<file path="config.mk">
export PLATFORM = sky130hd
export DESIGN_NAME = instr_fetch_unit
export DESIGN_NICKNAME = d
export VERILOG_FILES = /design/src/rtl/instr_fetch_unit_pkg.sv /design/src/rtl/instr_fetch_unit_fifo.sv /design/src/rtl/instr_fetch_unit.sv
export SDC_FILE = /design/constraint.sdc
export NUM_CORES = 1
export LEC_CHECK = 0
export BUFFER_PORTS_ARGS = -buffer_cell sky130_fd_sc_hd__buf_2
export CELL_PAD_IN_SITES_DETAIL_PLACEMENT = 1
export CELL_PAD_IN_SITES_GLOBAL_PLACEMENT = 1
export CORE_MARGIN = 2
export CORE_UTILIZATION = 30
export DETAILED_ROUTE_END_ITERATION = 10
export PLACE_DENSITY = 0.62
export SYNTH_ARGS = -nofsm -noshare
export SYNTH_HDL_FRONTEND = slang
export SYNTH_HIERARCHICAL = 1
export SYNTH_SLANG_ARGS = --single-unit
</file>
<file path="constraint.sdc">
create_clock -name clk -period 4.95 [get_ports clk]
set_input_delay 0.99 -clock clk [delete_from_list [all_inputs] [get_ports clk]]
set_output_delay 0.99 -clock clk [all_outputs]
set_load 0.1 [all_outputs]
</file>
<file path="src/rtl/instr_fetch_unit_pkg.sv">
// Shared widths, defaults and the instruction-queue entry layout for the fetch stage.
package instr_fetch_unit_pkg;

    localparam int XLEN        = 32;
    localparam int INSTR_W     = 32;
    localparam int FETCH_DEPTH = 2;

    localparam logic [XLEN-1:0] RESET_PC_DEF = '0;

    typedef struct packed {
        logic [XLEN-1:0]    pc;
        logic [INSTR_W-1:0] instr;
    } fetch_entry_t;

endpackage

</file>
<file path="src/rtl/instr_fetch_unit_fifo.sv">
// Small synchronous FIFO with flush; head is read straight from storage (no bypass).
// Push while full is accepted only together with a pop.
module instr_fetch_unit_fifo #(
    parameter int WIDTH = 32,
    parameter int DEPTH = 2,
    parameter int CNT_W = 2
) (
    input  logic             clk,
    input  logic             reset,
    input  logic             flush,
    input  logic             push,
    input  logic [WIDTH-1:0] push_data,
    input  logic             pop,
    output logic [WIDTH-1:0] head,
    output logic [CNT_W-1:0] count
);

    localparam int PTR_W = (DEPTH > 1) ? $clog2(DEPTH) : 1;

    logic [WIDTH-1:0] mem [DEPTH];
    logic [PTR_W-1:0] rd_ptr;
    logic [PTR_W-1:0] wr_ptr;
    logic             do_push;
    logic             do_pop;

    function automatic logic [PTR_W-1:0] next_ptr(input logic [PTR_W-1:0] p);
        return (p == PTR_W'(DEPTH - 1)) ? '0 : p + 1'b1;
    endfunction

    assign do_pop  = pop && (count != '0);
    assign do_push = push && ((count != CNT_W'(DEPTH)) || do_pop);
    assign head    = mem[rd_ptr];

    always_ff @(posedge clk or posedge reset) begin
        if (reset) begin
            rd_ptr <= '0;
            wr_ptr <= '0;
            count  <= '0;
        end else if (flush) begin
            rd_ptr <= '0;
            wr_ptr <= '0;
            count  <= '0;
        end else begin
            if (do_push) wr_ptr <= next_ptr(wr_ptr);
            if (do_pop)  rd_ptr <= next_ptr(rd_ptr);
            count <= count + CNT_W'(do_push) - CNT_W'(do_pop);
        end
    end

    always_ff @(posedge clk or posedge reset) begin
        if (reset) begin
            for (int i = 0; i < DEPTH; i++) mem[i] <= '0;
        end else if (do_push && !flush) begin
            mem[wr_ptr] <= push_data;
        end
    end

endmodule

</file>
<file path="src/rtl/instr_fetch_unit.sv">
// Fetch stage: credit-limited in-order imem requests, PC-tagged instruction queue to decode;
// redirect flushes and drops in-flight responses. FETCH_PERF_CNT_EN adds perf counters.
module instr_fetch_unit
    import instr_fetch_unit_pkg::*;
#(
    parameter logic [XLEN-1:0] RESET_PC = RESET_PC_DEF,
    parameter int              DEPTH    = FETCH_DEPTH,
    parameter int              CNT_W    = 2
) (
    input  logic               clk,
    input  logic               reset,
    input  logic               redirect_valid,
    input  logic [XLEN-1:0]    redirect_pc,
    output logic               imem_req_valid,
    input  logic               imem_req_ready,
    output logic [XLEN-1:0]    imem_req_addr,
    input  logic               imem_rsp_valid,
    input  logic [INSTR_W-1:0] imem_rsp_data,
`ifdef FETCH_PERF_CNT_EN
    output logic [31:0]        perf_fetch_cnt,
    output logic [31:0]        perf_stall_cnt,
`endif
    output logic               dec_valid,
    input  logic               dec_ready,
    output logic [INSTR_W-1:0] dec_instr,
    output logic [XLEN-1:0]    dec_pc
);

    logic [XLEN-1:0]  pc;
    logic [CNT_W-1:0] outstanding;
    logic [CNT_W-1:0] outstanding_next;
    logic [CNT_W-1:0] count;
    logic [CNT_W-1:0] drop;
    logic [CNT_W:0]   credits_used;
    logic             req_fire;
    logic             dec_fire;
    logic             q_push;
    logic [XLEN-1:0]  tag_pc;
    fetch_entry_t     push_entry;
    fetch_entry_t     head;
    logic             unused_pc_bits;

    assign unused_pc_bits = ^redirect_pc[1:0];

    assign credits_used   = {1'b0, outstanding} + {1'b0, count};
    assign imem_req_valid = !reset && !redirect_valid && (credits_used < (CNT_W+1)'(DEPTH));
    assign imem_req_addr  = pc;
    assign req_fire       = imem_req_valid && imem_req_ready;

    assign outstanding_next = outstanding + CNT_W'(req_fire) - CNT_W'(imem_rsp_valid);

    always_ff @(posedge clk or posedge reset) begin
        if (reset)               pc <= RESET_PC;
        else if (redirect_valid) pc <= {redirect_pc[XLEN-1:2], 2'b00};
        else if (req_fire)       pc <= pc + XLEN'(4);
    end

    // Recomputing drop from outstanding lets back-to-back redirects accumulate correctly.
    always_ff @(posedge clk or posedge reset) begin
        if (reset)                                drop <= '0;
        else if (redirect_valid)                  drop <= outstanding_next;
        else if (imem_rsp_valid && drop != '0)    drop <= drop - 1'b1;
    end

    // Tag FIFO is never flushed: stale responses still consume their tag, and its
    // occupancy is exactly the outstanding-request count.
    instr_fetch_unit_fifo #(
        .WIDTH (XLEN),
        .DEPTH (DEPTH),
        .CNT_W (CNT_W)
    ) u_tag_fifo (
        .clk       (clk),
        .reset     (reset),
        .flush     (1'b0),
        .push      (req_fire),
        .push_data (pc),
        .pop       (imem_rsp_valid),
        .head      (tag_pc),
        .count     (outstanding)
    );

    assign q_push     = imem_rsp_valid && (drop == '0);
    assign push_entry = '{pc: tag_pc, instr: imem_rsp_data};

    instr_fetch_unit_fifo #(
        .WIDTH ($bits(fetch_entry_t)),
        .DEPTH (DEPTH),
        .CNT_W (CNT_W)
    ) u_instr_fifo (
        .clk       (clk),
        .reset     (reset),
        .flush     (redirect_valid),
        .push      (q_push),
        .push_data (push_entry),
        .pop       (dec_fire),
        .head      (head),
        .count     (count)
    );

    assign dec_valid = (count != '0);
    assign dec_fire  = dec_valid && dec_ready;
    assign dec_instr = dec_valid ? head.instr : '0;
    assign dec_pc    = dec_valid ? head.pc    : '0;

`ifdef FETCH_PERF_CNT_EN
    always_ff @(posedge clk or posedge reset) begin
        if (reset) begin
            perf_fetch_cnt <= '0;
            perf_stall_cnt <= '0;
        end else begin
            if (dec_fire) perf_fetch_cnt <= perf_fetch_cnt + 32'd1;
            if (dec_ready && !dec_valid && !redirect_valid) perf_stall_cnt <= perf_stall_cnt + 32'd1;
        end
    end
`endif

endmodule

</file>
Word level (Yosys, flattened, before mapping)
Index checks and enable logic that the tools add are counted.

Reductions and logical operators: 25. Muxes and demuxes: 27. $add $sub $neg: 13. $lt $le $gt $ge: 7. Bitwise operators: 4. Eq/ne operators: 2.

Operators with widths (number): $mux 32 (8); $mux 64 (4); $bwmux 128 (1); $bwmux 64 (1); $demux 64 s1 (1); $add 32x3->32 const B (1); $demux 32 s1 (1); $reduce_bool 2->1 (7); $logic_and 1x1->1 (13); $ge 2x2->1 const B (4); $mux 1 (8); $not 1->2 (4); $add 2x1->2 (3); $mux 2 (3); $sub 2x1->2 (3); $add 1x1->1 const B (4); $lt 2x1->1 const B (2); $ne 2x2->1 const B (2); $add 2x2->3 (1); $lt 3x2->1 const B (1); $logic_not 1->1 (2); $logic_not 2->1 (1); $logic_or 1x1->1 (2); $sub 2x1->2 const B (1).

Output and inout bits: 98. Logic and storage cells: 90. Register bits after elaboration: 234.

Longest topological paths before layout
Gate-level depths: netlist of the first run.

Depth after elaboration: 8. Depth in mapped cells: 14. Depth with buffers taken out: 12.

Modules after synthesis
The synthesis of the first run kept the hierarchy.

By module, submodules not included: instr_fetch_unit_fifo (u_instr_fifo) (times used 1, cells an instance 364, area an instance 5973.2 um2); instr_fetch_unit_fifo (u_tag_fifo) (times used 1, cells an instance 194, area an instance 3100.5 um2); instr_fetch_unit (times used 1, cells an instance 309, area an instance 2472.4 um2).

Least setup slack after synthesis of the first run
No wires, ideal clock.

Path kind: input -> register. From: input redirect_valid. To: register drop[1]. Data arrival time: 3.310 ns. Required time: 4.814 ns. Setup slack: 1.505 ns. Setup time: 0.136 ns. Stages on the path: 12. Path through: or4_4 -> inv_2 -> nand2_2 -> clkbuf_1 -> buf_1 -> ha_1 -> inv_1 -> ha_1 -> xnor2_1 -> xnor2_1 -> nand2_1 -> o21ai_0.

Word-level cells in the longest chain between the ends: 7. Elaborated cells between the ends (all ways): 8. Classes of those cells: add/sub: 2; mux: 1; reduce/logical: 5.

Ends and longest elaborated chain: start, declared (line instr_fetch_unit.sv:12) `input logic redirect_valid,`; $logic_not 1->1 (line instr_fetch_unit.sv:46) `assign imem_req_valid = !reset && !redirect_valid && (credits_used < (CNT_W+1)'(DEPTH));`; $logic_and 1x1->1 (2 in series) (line instr_fetch_unit.sv:46); named net imem_req_valid (line instr_fetch_unit.sv:14) `output logic imem_req_valid,`; $logic_and 1x1->1 (line instr_fetch_unit.sv:48) `assign req_fire = imem_req_valid && imem_req_ready;`; $add 2x1->2 (line instr_fetch_unit.sv:50) `assign outstanding_next = outstanding + CNT_W'(req_fire) - CNT_W'(imem_rsp_valid);`; $sub 2x1->2 (line instr_fetch_unit.sv:50); $mux 2 (line instr_fetch_unit.sv:61) `else if (redirect_valid) drop <= outstanding_next;`; end signal, assigned (line instr_fetch_unit.sv:61); end signal, assigned (line instr_fetch_unit.sv:62) `else if (imem_rsp_valid && drop != '0) drop <= drop - 1'b1;`; end, declared (line instr_fetch_unit.sv:33) `logic [CNT_W-1:0] drop;`.

The timed path passes the listed nets, and every way through them passes these cells. A chain may end at the register's enable or synchronous reset.

Worst setup path in the final report of the first run
From: register u_tag_fifo.count[0]. To: output imem_req_valid.

Word-level cells in the longest chain between the ends: 3.

Ends and longest elaborated chain: start, declared (line instr_fetch_unit_fifo.sv:15) `output logic [CNT_W-1:0] count`; start signal, assigned (line instr_fetch_unit_fifo.sv:46) `count <= count + CNT_W'(do_push) - CNT_W'(do_pop);`; $add 2x2->3 (line instr_fetch_unit.sv:45) `assign credits_used = {1'b0, outstanding} + {1'b0, count};`; $lt 3x2->1 (line instr_fetch_unit.sv:46); $logic_and 1x1->1 (line instr_fetch_unit.sv:46); end, declared (line instr_fetch_unit.sv:14).

Every way passes these cells.

==> reports/metrics.cfg, run 1 <==
[status]
status=finished, final reports clean

[timing]
rsz0062_at_grt=no
skew_ps=18.73
setup_viol=0
final_hold_viol_count=0
min_period_ps=3699
tightest_slew_ps=998.2
setup_tns_ps=0
relSlewSlack_pct=33.21
fmax_mhz=270.3
slew_viol_final=0
final.period_utilization_pct=74.73
whs_ps=480.5

[detailed_routing]
num_vias=7452
routed_wl_um=29910
dr.first_iter.drc_count=164
postRouteAntennaNets=0
drtPass1Iterations=4
wl_per_cell_um=19.11
routed_via_density=4.762
drc_errors=0

[global_routing]
grt_pass1_wl_um=47990
grt_pass1_vias=8002
overflow=0
grt_use_total_pct=14.99
antenna_found_initial=0
grt_max_degree=101

[clock_network]
cts.sinks=232
cts_resized=0
root_buffer=clkbuf_16
clk_path_buf_depth=3
insertion_delay_ps=560
cts_buffers=28
hold_buffers=0
cts_tree=yes
postCtsSetupBuffers=0
h-tree-depth=1
clk_pin_slew_worst_paths_ps=60

[final_layout]
layout.nets=1111
stdcell_count=1565
drive_gt1_share_pct=50.00
diodes=0
mostFrequentLayoutCell=dfrtp_1
area_delta_synth_final_pct=20.76
final_cell_mix=dfrtp_1, mux2_2, buf_2, mux2_4, and2_1

[place]
dpl.cell_count=1513
post-dp-hpwl_um=19320
io_buffer_count=163
finalWeightedCongestion=0.7404

[synth]
ys_ff_latch=232
synth.largest_area_cell=dfrtp_1
seq_area_frac_synth_pct=50.28
synth_cells=867
avgSynthCellArea_um2=13.32
synth.yosys.warnings=6
syn_area_um2=11550
ys.flop_type=dfrtp_1
synth_top_cell_area_share_pct=50.28
synth_edf_count=0
ys_top_cells_by_area=dfrtp_1, mux2_2, mux2_4
synth_cell_types=57
async_flop_share_pct=100.0

[die]
die_width_um=200.2
rows=71
ios=168
core_area_um2=37760
dieHeight_um=200.2
floorplan.initialDensity_pct=30.58
dieArea_um2=40070

[setup_path]
cp-end-kind=output pin
worstPathArrival_ps=2710
worstSetupPathType=reg2out
timing.rr.start=u_tag_fifo/count[0]
worstSetupStartpointType=flop
crit_required_ps=3960
path_max_fanout=5
critPathLaunch=u_tag_fifo/count[0]

[pwr]
internal-power_mw=5.507
p_sw_mw=3.668
powerDensity_nw_per_um2=658.0
seq_power_share_pct=33.2
clkPwrFrac_pct=25.7
p_leak_nw=6.590
ir_worst_vdd_v=0.0002985
p_comb_share_pct=41.2
switching_share_pct=39.97

[worst_hold_path]
hp-start=u_instr_fifo/mem[25]
min-delay-path-class=reg2reg

[flow_run]
maxCapViolations=0

## cells by family after synthesis
kind of cell / after synthesis / share of synthesized area (%)
mux: 291 / 31.27
flops: 232 / 50.28
simple gates: 192 / 9.569
buf+inv: 71 / 3.348
compound gates: 60 / 3.619
xor+xnor: 11 / 0.8344
fa+ha+maj: 9 / 1.040
other cells: 1 / 0.03248
## critical path, cell delays in order (launching register included)
cell	delay [ps]
dfrtp_1	430
and2_1	190
fa_1	430
or4_4	560
inv_2	90
buf_2	450
## metal layers
layer,track usage (%),wire (um)
met1,21.02,14430
met3,2.815,1290
met5,0,0
met4,3.145,573
met2,24.07,13620
## state kept, by name (all words and copies together), names as in the netlist
register,cells
drop,2
imem_req_addr,30
u_instr_fifo/count,2
u_instr_fifo/mem,128
u_instr_fifo/rd_ptr,1
u_instr_fifo/wr_ptr,1
u_tag_fifo/count,2
u_tag_fifo/mem,64
u_tag_fifo/rd_ptr,1
u_tag_fifo/wr_ptr,1
## cell type report
cell class	count	area, um^2
inverters	20	85.08
flip-flops and latches	232	5809
clock buffers	38	809.5
well taps	511	639.4
repair buffers	175	930.9
fillers	4064	23810
clock inverters	14	251.5
multi-input cells	575	5418
## worst paths after layout
kind / to / depth (start not counted) / slack [ps]
setup reg to reg: u_tag_fifo/mem[30] / 9 / 1310
max in group asynchronous: u_instr_fifo/mem[10] / 3 / 3260
min in group asynchronous: drop[0] / 3 / 610
hold / removal: u_instr_fifo/mem[25] / 1 / 480
setup / recovery: imem_req_valid / 5 / 1250
hold reg to reg: u_instr_fifo/mem[25] / 1 / 480
## synth_stat cells, drive strengths merged (8+ instances only)
| cell type | instances |
|---|---|
| and2 | 69 |
| o211ai | 13 |
| mux2 | 288 |
| buf | 26 |
| nor2 | 20 |
| nand3 | 22 |
| nand2 | 41 |
| clkbuf | 25 |
| dfrtp | 232 |
| inv | 19 |
| o21ai | 15 |
| ha | 8 |
| nand4 | 9 |
## metrics by stage
| step | utilization [%] | worst slack [ps] | cell area, um^2 | total power [mW] |
|---|---|---|---|---|
| 2_1_floorplan | - | 434.0 | 11590 | 6.147 |
| 3_3_place_gp | 34.12 | 1221 | 12880 | 6.800 |
| 3_5_place_dp | 34.12 | 1212 | 12880 | 6.899 |
| 4_1_cts | 36.93 | 1199 | 13940 | 9.317 |
| 5_1_grt | 36.93 | 1157 | 13940 | 9.671 |
| 6_report | 36.93 | 1251 | 13940 | 9.175 |
## power groups by stage
stage / Sequential (mW) / Clock, mW / Combinational, mW
2_1_floorplan: 3.13 / 0 / 3.02
3_3_place_gp: 3.03 / 0 / 3.77
3_5_place_dp: 3.07 / 0 / 3.83
4_1_cts: 3.05 / 2.43 / 3.84
5_1_grt: 3.15 / 2.50 / 4.02
6_report: 3.04 / 2.35 / 3.78
Power figures use the tool's default switching activity.
==> run 2: changes to the inputs <==
--- a/config.mk
+++ b/config.mk
@@ -5,13 +5,14 @@
 export SDC_FILE = /design/constraint.sdc
 export NUM_CORES = 1
 export LEC_CHECK = 0
+export ABC_AREA = 1
 export BUFFER_PORTS_ARGS = -buffer_cell sky130_fd_sc_hd__buf_2
 export CELL_PAD_IN_SITES_DETAIL_PLACEMENT = 1
 export CELL_PAD_IN_SITES_GLOBAL_PLACEMENT = 1
 export CORE_MARGIN = 2
 export CORE_UTILIZATION = 30
 export DETAILED_ROUTE_END_ITERATION = 10
-export PLACE_DENSITY = 0.62
+export PLACE_DENSITY = 0.68
 export SYNTH_ARGS = -nofsm -noshare
 export SYNTH_HDL_FRONTEND = slang
 export SYNTH_HIERARCHICAL = 1
==> constraint.sdc (replaced) <==
create_clock -name clk -period 3.6 [get_ports clk]
set_input_delay 0.72 -clock clk [delete_from_list [all_inputs] [get_ports clk]]
set_output_delay 0.72 -clock clk [all_outputs]
set_load 0.1 [all_outputs]
==> reports/metrics.cfg, run 2 <==
[worst_hold_path]
min-delay-path-class=in2async

[timing]
whs_ps=352.6
setup_tns_ps=0
tightest_slew_ps=873.9
min_period_ps=3239
rsz0062_at_grt=no
skew_ps=10.41
setup_ws_ps=360.6
setup_viol=0
final.period_utilization_pct=89.98
final_hold_viol_count=0
fmax_mhz=308.7
slew_viol_final=0
relSlewSlack_pct=41.66

[pwr]
finalPower_mw=12.32
ir_worst_vdd_v=0.0005011
p_leak_nw=8.181
powerDensity_nw_per_um2=830.4

[setup_path]
worstPathArrival_ps=2520
path_cells=buf_4 -> nand2_1 -> nand2_1 -> inv_1 -> nor2_1 -> buf_2
max_stage_delay_ps=680
critPathSlowestCell=buf_4
crit_top_cell=nand2_1
path_max_fanout=65
crit_family=buffers and inverters
cp-end-kind=output pin
worstSetupPathType=reg2out
crit_required_ps=2880
path_buf_inv=3
worstSetupStartpointType=flop

[die]
floorplan.initialDensity_pct=30.32
die_width_um=209.4
ios=168
dieHeight_um=209.4
dieArea_um2=43860
core_area_um2=41760
rows=75

[detailed_routing]
dr.first_iter.drc_count=476
wl_per_cell_um=16.92
drc_errors=0
routed_wl_um=41140
routed_via_density=4.878
drtPass1Iterations=5
num_vias=11860
postRouteAntennaNets=0

[clock_network]
cts_tree=yes
postCtsSetupBuffers=0
clk_pin_slew_worst_paths_ps=50
hold_buffers=0
h-tree-depth=1
root_buffer=clkbuf_16
cts.sinks=232
cts_buffers=28
cts_resized=0
insertion_delay_ps=550
clk_path_buf_depth=3

[synth]
synth_cells=1762
synth_top_cell_area_share_pct=45.86
synth.largest_area_cell=dfrtp_1
synth.yosys.warnings=6
syn_area_um2=12660
synth_edf_count=0
yosysMostFrequentCell=nand2_1
ys_top_cells_by_area=dfrtp_1, nand2_1, nand4_1
avgSynthCellArea_um2=7.185
yosys-top-cells-count=nand2_1, dfrtp_1, nand4_1, inv_1, nor2_1
ys_ff_latch=232
seq_area_frac_synth_pct=45.86
async_flop_share_pct=100.0
ys.flop_type=dfrtp_1
synth_cell_types=31

[final_layout]
stdcell_count=2431
largest_reg_flops=128
diodes=0
n_fill_cell=5222
multi_input_area_um2=5738
mostFrequentLayoutCell=nand2_1
area_delta_synth_final_pct=17.21
regMostFlops=u_instr_fifo/mem
drive_gt1_share_pct=14.43
layout.area.seq_um2=5807
final_cell_mix=nand2_1, dfrtp_1, nand4_1, buf_2, inv_1
layout.nets=1952

[place]
finalWeightedCongestion=0.7703
io_buffer_count=163
post-place-ws_ps=724.4
dpl.cell_count=2382
post-dp-hpwl_um=26650

[global_routing]
grt_pass1_wl_um=66750
grt_pass1_vias=12250
antenna_found_initial=0
grt_max_degree=80
grt_use_total_pct=18.76
overflow=0

[flow_run]
maxCapViolations=0

[status]
status=finished, final reports clean

[run 2: final timing paths]
| check | start | endpoint | slack, ps | depth (start not counted) |
|---|---|---|---|---|
| min in group clk | redirect_pc[16] | imem_req_addr[16] | 390 | 3 |
| worst max register to register | u_instr_fifo/count[0] | u_tag_fifo/mem[63] | 730 | 11 |
| worst min-delay path | reset | u_instr_fifo/count[0] | 350 | 2 |
| worst max-delay path | u_instr_fifo/rd_ptr | dec_pc[1] | 360 | 6 |
| max in group asynchronous | reset | u_instr_fifo/mem[7] | 2360 | 3 |
| worst min register to register | u_instr_fifo/mem[122] | u_instr_fifo/mem[122] | 470 | 2 |
[run 2: stage by stage]
step / utilization [%] / instance area, um^2
floorplan: - / 12700
global placement: 33.23 / 13880
detailed placement: 33.23 / 13880
CTS: 35.53 / 14840
global route: 35.53 / 14840
finish: 35.53 / 14840
[run 2: power by group]
part | switching, mW | internal [mW] | total, mW | leakage, nW
clock network | 1.12 | 1.85 | 2.97 | 0.471
logic | 4.10 | 1.10 | 5.20 | 4.69
registers | 0.625 | 3.52 | 4.15 | 3.02
total | 5.85 | 6.47 | 12.3 | 8.18
[run 2: kinds of logic (layout without fill, tap and decap cells)]
group / Yosys count / after routing / synth area share (%)
AOI/OAI and AO/OA: 31 / 31 / 1.364
xor gates and xnor gates: 11 / 11 / 0.7610
adders and majority gates: 9 / 9 / 0.9488
buffers and inverters: 265 / 386 / 9.340
DFF: 232 / 232 / 45.86
other: 1 / 10 / 0.02962
and+or+nand+nor: 1213 / 1213 / 41.70
[run 2: layout make-up]
cell class | instances | area share (%)
flip-flops and latches | 232 | 39.13
clock buffers | 42 | 5.557
well taps | 539 | 4.545
multi-input cells | 1274 | 38.67
clock inverters | 7 | 0.9107
inverters | 145 | 3.710
repair buffers | 192 | 7.471
[run 2: per-layer routing]
layer / vias to the layer above / GRT usage [%] / routed length [um]
met2: 190 / 32.69 / 20060
met5: - / 0 / 0
met4: 0 / 3.030 / 532
met1: 5850 / 25.37 / 19200
li1: 5786 / - / -
met3: 33 / 2.319 / 1349
